<file path="src/rtl/fetch_queue.sv">
// Instruction fetch front-end: one outstanding imem request, 2-entry {pc, insn} queue to decode.
// Optional misaligned-redirect fault when FETCH_ALIGN_CHECK_EN is defined.
module fetch_queue #(
  parameter logic [0:31] RESET_PC = 32'h8002_0000
) (
  input  logic        clk,
  input  logic        rst_n,
  input  logic        stall,
  input  logic        redirect,
  input  logic [0:31] redirect_pc,
  output logic        imem_rd,
  output logic [0:31] imem_addr,
  input  logic        imem_ack,
  input  logic [0:31] imem_rdata,
  output logic [0:31] insn,
  output logic [0:31] pc,
  output logic        valid_insn,
  output logic        fetch_fault
);

  localparam int unsigned XLEN  = 32;
  localparam int unsigned CNT_W = 2;
  localparam logic [CNT_W-1:0] DEPTH = CNT_W'(2);

  typedef enum logic [1:0] {
    S_IDLE  = 2'd0,
    S_WAIT  = 2'd1,
    S_FAULT = 2'd2
  } state_e;

  typedef struct packed {
    logic [0:XLEN-1] pc;
    logic [0:XLEN-1] insn;
  } entry_t;

  state_e            state_q, state_d;
  logic [0:XLEN-1]   fetch_pc_q, fetch_pc_d;
  logic [0:XLEN-1]   addr_q, addr_d;
  logic              drop_q, drop_d;
  logic [CNT_W-1:0]  cnt_q, cnt_d;
  logic              rd_ptr_q, rd_ptr_d;
  logic              wr_ptr_q, wr_ptr_d;
  entry_t            entry_q [2];

  entry_t            head;
  logic              empty;
  logic              push;
  logic              pop;
  logic              flush;
  logic              misalign;
  logic [0:XLEN-1]   target_pc;
  logic [CNT_W-1:0]  cnt_after_pop;

`ifdef FETCH_ALIGN_CHECK_EN
  assign misalign    = |redirect_pc[30:31];
  assign target_pc   = redirect_pc;
  assign fetch_fault = (state_q == S_FAULT);
`else
  assign misalign    = 1'b0;
  assign target_pc   = redirect_pc & 32'hFFFF_FFFC;
  assign fetch_fault = 1'b0;
`endif

  // Head-of-queue presentation; decode samples on the same edge that pops.
  assign empty      = (cnt_q == '0);
  assign head       = entry_q[rd_ptr_q];
  assign valid_insn = !empty && !stall && !redirect && (state_q != S_FAULT);
  assign insn       = empty ? '0 : head.insn;
  assign pc         = empty ? '0 : head.pc;
  assign imem_rd    = (state_q == S_WAIT) || ((state_q == S_FAULT) && drop_q);
  assign imem_addr  = addr_q;

  assign pop           = valid_insn;
  assign flush         = redirect && (state_q != S_FAULT);
  assign cnt_after_pop = cnt_q - CNT_W'(pop);

  // Next-state: request sequencing, queue bookkeeping and redirect handling.
  always_comb begin
    state_d    = state_q;
    fetch_pc_d = fetch_pc_q;
    drop_d     = drop_q;
    push       = 1'b0;

    case (state_q)
      S_IDLE: begin
        if (!redirect && (cnt_after_pop < DEPTH)) state_d = S_WAIT;
      end
      S_WAIT: begin
        if (imem_ack) begin
          if (drop_q) begin
            drop_d = 1'b0;
          end else if (!redirect) begin
            push       = 1'b1;
            fetch_pc_d = fetch_pc_q + XLEN'(4);
            if ((cnt_after_pop + CNT_W'(1)) >= DEPTH) state_d = S_IDLE;
          end
        end
      end
      S_FAULT: begin
        if (imem_ack) drop_d = 1'b0;
      end
      default: state_d = S_IDLE;
    endcase

    // An unacknowledged request keeps running; its data is discarded on arrival.
    if (flush) begin
      fetch_pc_d = target_pc;
      drop_d     = (state_q == S_WAIT) && !imem_ack;
      if (misalign) state_d = S_FAULT;
    end

    if (flush) begin
      cnt_d    = '0;
      rd_ptr_d = 1'b0;
      wr_ptr_d = 1'b0;
    end else begin
      cnt_d    = cnt_q + CNT_W'(push) - CNT_W'(pop);
      rd_ptr_d = rd_ptr_q ^ pop;
      wr_ptr_d = wr_ptr_q ^ push;
    end

    addr_d = (imem_rd && !imem_ack) ? addr_q : fetch_pc_d;
  end

  always_ff @(posedge clk or negedge rst_n) begin
    if (!rst_n) begin
      state_q    <= S_IDLE;
      fetch_pc_q <= RESET_PC;
      addr_q     <= RESET_PC;
      drop_q     <= 1'b0;
      cnt_q      <= '0;
      rd_ptr_q   <= 1'b0;
      wr_ptr_q   <= 1'b0;
      entry_q[0] <= '0;
      entry_q[1] <= '0;
    end else begin
      state_q    <= state_d;
      fetch_pc_q <= fetch_pc_d;
      addr_q     <= addr_d;
      drop_q     <= drop_d;
      cnt_q      <= cnt_d;
      rd_ptr_q   <= rd_ptr_d;
      wr_ptr_q   <= wr_ptr_d;
      if (push) entry_q[wr_ptr_q] <= {fetch_pc_q, imem_rdata};
    end
  end

endmodule

</file>
<file path="config.mk">
export PLATFORM = sky130hd
export DESIGN_NAME = fetch_queue
export DESIGN_NICKNAME = d
export VERILOG_FILES = /design/src/rtl/fetch_queue.sv
export SDC_FILE = /design/constraint.sdc
export NUM_CORES = 1
export LEC_CHECK = 0
export ABC_AREA = 1
export CORE_MARGIN = 2
export CORE_UTILIZATION = 35
export DETAILED_ROUTE_END_ITERATION = 6
export DONT_BUFFER_PORTS = 1
export PLACE_DENSITY = 0.5
export SLEW_MARGIN = 20
export SYNTH_ARGS = -nofsm -noshare
export SYNTH_HDL_FRONTEND = slang
export SYNTH_SLANG_ARGS = --single-unit
export TNS_END_PERCENT = 30
</file>
<file path="constraint.sdc">
create_clock -name clk -period 4 [get_ports clk]
set_input_delay 0.4 -clock clk [delete_from_list [all_inputs] [get_ports clk]]
set_output_delay 0.4 -clock clk [all_outputs]
set_load 0.05 [all_outputs]
</file>
; ---- Word-level counts from Yosys, hierarchy flattened
; Cells that the tools add are included.
[totals]
ff_bits = 199
input_bits = 69
[op_classes]
add_sub_neg = 5
n_lt_le_gt_ge = 5
eq_ne = 8
mux = 29
n_bitwise = 5
reduce_logical = 21
[op_table]
columns = op, n
row1 = 64-bit 2-to-1 mux, 4
row2 = 32-bit 2-to-1 mux, 7
row3 = 128-bit bitwise mux, 1
row4 = 64-bit demux with 1-bit select, 1
row5 = 32-bit by 3-bit adder with 32-bit output (second input constant), 1
row6 = 2-bit 2-to-1 mux, 6
row7 = 2-bit inequality test (second input constant), 5
row8 = 1-bit logical AND, 9
row9 = 1-bit 2-to-1 mux, 9
row10 = 2-bit greater-or-equal comparator (second input constant), 3
row11 = 2-bit one-hot mux with 3 select lines, 1
row12 = 6-bit AND reduction, 1
row13 = 1-bit logical NOT, 4
row14 = 2-bit logical NOT, 2
row15 = 1-bit inverter with 2-bit output, 2
row16 = 2-bit nonzero test, 2
row17 = 2-bit by 1-bit subtractor with 2-bit output, 2
row18 = 2-bit by 1-bit adder with 2-bit output, 1
row19 = 2-bit by 1-bit adder with 2-bit output (second input constant), 1
row20 = 2-bit by 1-bit == test with 1-bit output (second input constant), 1
row21 = 2-bit == test (second input constant), 1
row22 = 2-bit by 1-bit less-than comparator with 1-bit output (second input constant), 1
row23 = 2-bit less-than comparator (second input constant), 1
row24 = 2-bit by 1-bit inequality test with 1-bit output (second input constant), 1
row25 = 5 further kinds, 6

; ---- Longest topological paths before layout
[depth]
ltp_word = 13
ltp_mapped = 11
depth_no_buf = 11

; ---- Worst setup path after synthesis
; Ideal clock, no wire load.
[synth_path]
kind = input port to flip-flop
startpoint = in redirect
endpoint = reg cnt_q[1]
setup_ns = 0.121
arrival_time_ns = 2.698
required_ns = 3.879
slack_ns = 1.181
cell_stages = 7
cell_sequence = clkbuf_1 > nor3_1 > ha_1 > inv_1 > ha_1 > xor2_1 > nor2_1
[synth_lines]
columns = element, line_no
row1 = start: declaration, 9  ; input logic redirect,
row2 = 1-bit logical NOT, --
row3 = 1-bit logical AND (2 in series), 67  ; assign valid_insn = !empty && !stall && !redirect && (state_q != S_FAULT);
row4 = net valid_insn, 17  ; output logic valid_insn,
row5 = 2-bit by 1-bit subtractor with 2-bit output, 117  ; cnt_d = cnt_q + CNT_W'(push) - CNT_W'(pop);
row6 = 2-bit 2-to-1 mux, 112  ; if (flush) begin
row7 = net cnt_d[1], 40  ; logic [CNT_W-1:0] cnt_q, cnt_d;
row8 = end signal: assignment, 141  ; cnt_q <= cnt_d;
row9 = end: declaration, 40
; The timed path passes the listed nets, and every way through them passes these cells.
; A chain may end at the register's enable or synchronous reset.

; ---- Worst setup path after layout
[layout_path]
startpoint = reg rd_ptr_q
endpoint = out pc[30] in the netlist's numbering
[layout_between]
elab_chain_cells = 5
[layout_lines]
columns = element, line_no
row1 = start: declaration, 41  ; logic rd_ptr_q, rd_ptr_d;
row2 = start signal: assignment, 142  ; rd_ptr_q <= rd_ptr_d;
row3 = 1-bit inverter with 2-bit output (implied by the code), 66  ; assign head = entry_q[rd_ptr_q];
row4 = 64-bit 2-to-1 mux (implied by the code) (3 in series), 66
row5 = 32-bit 2-to-1 mux, 69  ; assign pc = empty ? '0 : head.pc;
row6 = end: declaration, 16  ; output logic [0:31] pc,
; Every way passes these cells. The select of a mux whose other input is x is not followed.

==> results.py <==
metrics = {
    "global_routing": {
        "grt.total_usage_pct": 17.7,
        "grt_first_pass_wirelength_um": 39500,
        "largest_net_degree_at_the_start_of_global_routing": 199,
        "grt_overflow_total": 0,
        "gr-usage-met3_pct": 4.68,
        "gr-usage-met1_pct": 26.0,
        "grt_util_met2_pct": 26.1,
        "grt-busiest-layer": "met2",
        "grt_pass1_vias": 7057,
        "antenna_violations_before_repair": 0,
    },
    "sta": {
        "fmax_ghz": 0.331,
        "slew-limit-headroom_pct": 25.6,
        "finalClockSkew_ps": 13.3,
        "max_slew.worst_pin.slew_ps": 1110,
        "holdWs_ps": -355,
        "hold_viol_final": 194,
        "report.final.setup_viol": 0,
        "unrepaired_setup_endpoints_after_global_routing": "false",
        "drv_slew": 0,
        "min_period_over_period_pct": 75.6,
        "min_period_ps": 3020,
        "sum_of_negative_setup_slack_ps": 0,
    },
    "drt": {
        "routed_wl_um": 24000,
        "drtAntennaViolNets": 0,
        "num_vias": 6918,
        "drc": 0,
        "wire_per_inst_um": 17.2,
        "dr.pass1.iters": 4,
        "drt_iter0_drc": 495,
        "vias_per_cell": 4.95,
    },
    "synthesis": {
        "yosysTopAreaCell": "sky130_fd_sc_hd__dfrtp_1",
        "synth_sequential_area_ratio_pct": 53.0,
        "synth_cells": 1082,
        "synthMostInstantiatedCell": "sky130_fd_sc_hd__nand2_1",
        "syn-num-nets": 1157,
        "ys_seq_elements": 198,
        "synth.area.mux_share_pct": 5.41,
        "number_of_enable_flip_flop_cells_after_synthesis": 0,
        "synth_top_area_share_pct": 51.9,
        "synthFlopType": "sky130_fd_sc_hd__dfrtp_1",
        "ys_top_cells_by_count": "sky130_fd_sc_hd__nand2_1 (251), sky130_fd_sc_hd__dfrtp_1 (194), sky130_fd_sc_hd__nor2_1 (129), sky130_fd_sc_hd__inv_1 (111), sky130_fd_sc_hd__o21ai_0 (69)",
        "synth_simple_gate_area_share_pct": 20.8,
        "synthTopCellsByArea": "sky130_fd_sc_hd__dfrtp_1 (52%), sky130_fd_sc_hd__nand2_1 (10%), sky130_fd_sc_hd__mux2_2 (5.4%)",
        "post_synth_xor_area_fraction_pct": 1.03,
        "yosysUniqueCellTypes": 40,
        "synth_compound_area_share_pct": 11.9,
        "synthesis.yosys.warnings": 0,
        "synthesis.area_per_instance_sq_um": 8.65,
        "post_synth_fa_ha_maj_area_fraction_pct": 0.802,
        "postSynth.asyncResetShare_pct": 100,
        "combinational_family_with_the_most_area_after_synthesis": "simple AND/OR/NAND/NOR gates",
        "synth.cell_area_sq_um": 9360,
    },
    "power": {
        "power_density_nw_per_um2": 647,
        "sequential_share_of_power_pct": 45.8,
        "power_frac_comb_pct": 28.2,
        "netSwitchingFraction_pct": 40.4,
        "switching_power_mw": 2.78,
        "clkPwrFrac_pct": 26.0,
        "p_leak_nw": 4.80,
        "worst_ir_drop_vdd_v": 0.000289,
        "total_power_mw": 6.88,
        "p_int_mw": 4.10,
    },
    "critical_path": {
        "critical_path_class": "reg2out",
        "r2r_slack_ps": 1490,
        "slowest_delay_ps": 760,
        "cp.arrival_ps": 2620,
        "start_kind": "flop",
        "rr_endpoint": "entry_q[53]",
        "crit_chain": "inv_4 -> buf_4 -> nor2_1 -> a211oi_2",
        "required_ps": 3600,
        "worst_path_max_delay_cell": "sky130_fd_sc_hd__a211oi_2",
        "highest_net_fanout_along_the_worst_path": 38,
        "ff2ff_path_depth": 6,
        "setup.worst_path.end_class": "output port",
        "worstReg2RegStart": "state_q[0]",
    },
    "clock_network": {
        "clock-root-buffer": "sky130_fd_sc_hd__clkbuf_16",
        "max-clock-path-buffers": 2,
        "clkSinkCount": 198,
        "post-cts-setup-buffer-count": 0,
        "cts_buffers": 17,
        "tritoncts": "built",
        "post_cts.resized_instances": 0,
        "clock_latency_ps": 440,
        "cts_max_level": 4,
        "cts.reportedPaths.clkPinSlew_ps": 90,
    },
    "place": {
        "io_buffer_count": 0,
        "hpwl_detailed_um": 15900,
        "gp_routability_congestion": 0.916,
    },
    "floorplanning": {
        "initial_utilization_pct": 35.8,
        "die_y_um": 168,
        "dieWidth_um": 168,
        "core.rowCount": 59,
        "die_area_sq_um": 28100,
        "design.portCount": 168,
        "fp.coreArea_sq_um": 26100,
    },
    "finish": {
        "layout.nets": 1125,
        "diodes": 0,
        "fillers": 2660,
        "multi_input_comb_area_sq_um": 4110,
        "area.sequential_sq_um": 4960,
        "share_of_cells_above_drive_strength_1_pct": 17.3,
        "flow.area_growth_from_synthesis_pct": 13.7,
    },
    "hold_path": {
        "tightest_hold_check_type": "in2async",
    },
    "job": {
        "max_cap_violations": 0,
    },
    "status": {
        "run_status": "finished, violations left",
        "failed_checks": "hold timing",
    },
}
-- registers in the layout, indices dropped and copies added (netlist names) --
name and count:
cnt_q 2, entry_q 128, imem_addr 32, drop_q 1
rd_ptr_q 1, wr_ptr_q 1, state_q 1, fetch_pc_q 32
-- final cells by class --
type	count	share of cell area, %
clock buffer	18	4.03
clock inverter	14	1.73
inverter	114	4.04
multi-input combinational	711	38.6
sequential	198	46.6
tap	335	3.94
timing repair buffer	8	1.03
-- per-layer routing --
metal	share of wire, %	routed length, um
met5	0	0
met4	1.2	292
met3	6.8	1640
met2	43	10300
met1	49	11800
-- through the flow --
| stage | instance area, sq um | cells | utilization [%] | setup slack [ps] | hold slack, ps |
|---|---|---|---|---|---|
| 3_5_place_dp | 10000 | 1366 | 38.3 | 1390 | 109 |
| 6_report | 10600 | 1398 | 40.7 | 976 | -355 |
| 4_1_cts | 10600 | 1398 | 40.7 | 921 | -372 |
| 3_3_place_gp | 10000 | 1366 | 38.3 | 1410 | 109 |
| 2_1_floorplan | 9360 | 1082 | - | 1180 | 104 |
| 5_1_grt | 10600 | 1398 | 40.7 | 790 | -382 |
-- critical path: cells and delay by family (launching register included) --
family                 cells  cell delay (ps)
AOI/OAI and AO/OA          1              760
DFF                        1              420
buffers and inverters      2              910
and+or+nand+nor            1               90
-- power groups by stage --
stage                     clock network (mW)  registers (mW)  logic [mW]
after detailed placement                   0            3.20        1.95
after global placement                     0            3.19        1.93
final                                   1.79            3.15        1.94
after floorplan                            0            3.11        1.49
after CTS                               1.85            3.16        1.96
after global routing                    1.92            3.24        2.15
-- cell usage in the layout, fill, tap and decap left out, types with 8 or more instances in the layout --
| cell | netlist | routed |
|---|---|---|
| sky130_fd_sc_hd__dfrtp_1 | 194 | 194 |
| sky130_fd_sc_hd__nor2_1 | 129 | 127 |
| sky130_fd_sc_hd__o21ai_0 | 69 | 69 |
| sky130_fd_sc_hd__a211oi_2 | 0 | 63 |
| sky130_fd_sc_hd__clkbuf_16 | 0 | 17 |
| sky130_fd_sc_hd__xor2_1 | 8 | 8 |
| sky130_fd_sc_hd__nand3_1 | 51 | 51 |
| sky130_fd_sc_hd__mux2_2 | 45 | 45 |
| sky130_fd_sc_hd__nand2_1 | 251 | 251 |
| sky130_fd_sc_hd__a21oi_1 | 23 | 23 |
| sky130_fd_sc_hd__or2_2 | 10 | 10 |
| sky130_fd_sc_hd__inv_1 | 111 | 110 |
-- logic make-up (layout without fill, tap and decap cells) --
family / after synthesis / after routing
simple gates: 466 / 466
flops: 198 / 198
compound gates: 182 / 182
buf+inv: 173 / 154
mux: 45 / 45
xor+xnor: 11 / 11
fa+ha+maj: 6 / 6
other cells: 1 / 1
-- worst max path at each step --
stage | startpoint | endpoint | slack [ps] | cells after the start
finish | rd_ptr_q | pc[30] | 980 | 4
CTS | rd_ptr_q | pc[27] | 920 | 4
global placement | rd_ptr_q | pc[27] | 1410 | 4
global route | rd_ptr_q | pc[27] | 790 | 4
floorplan | redirect | cnt_q[1] | 1180 | 7
detailed placement | rd_ptr_q | pc[27] | 1390 | 4
Note: power is estimated with default switching activity, not from simulation.
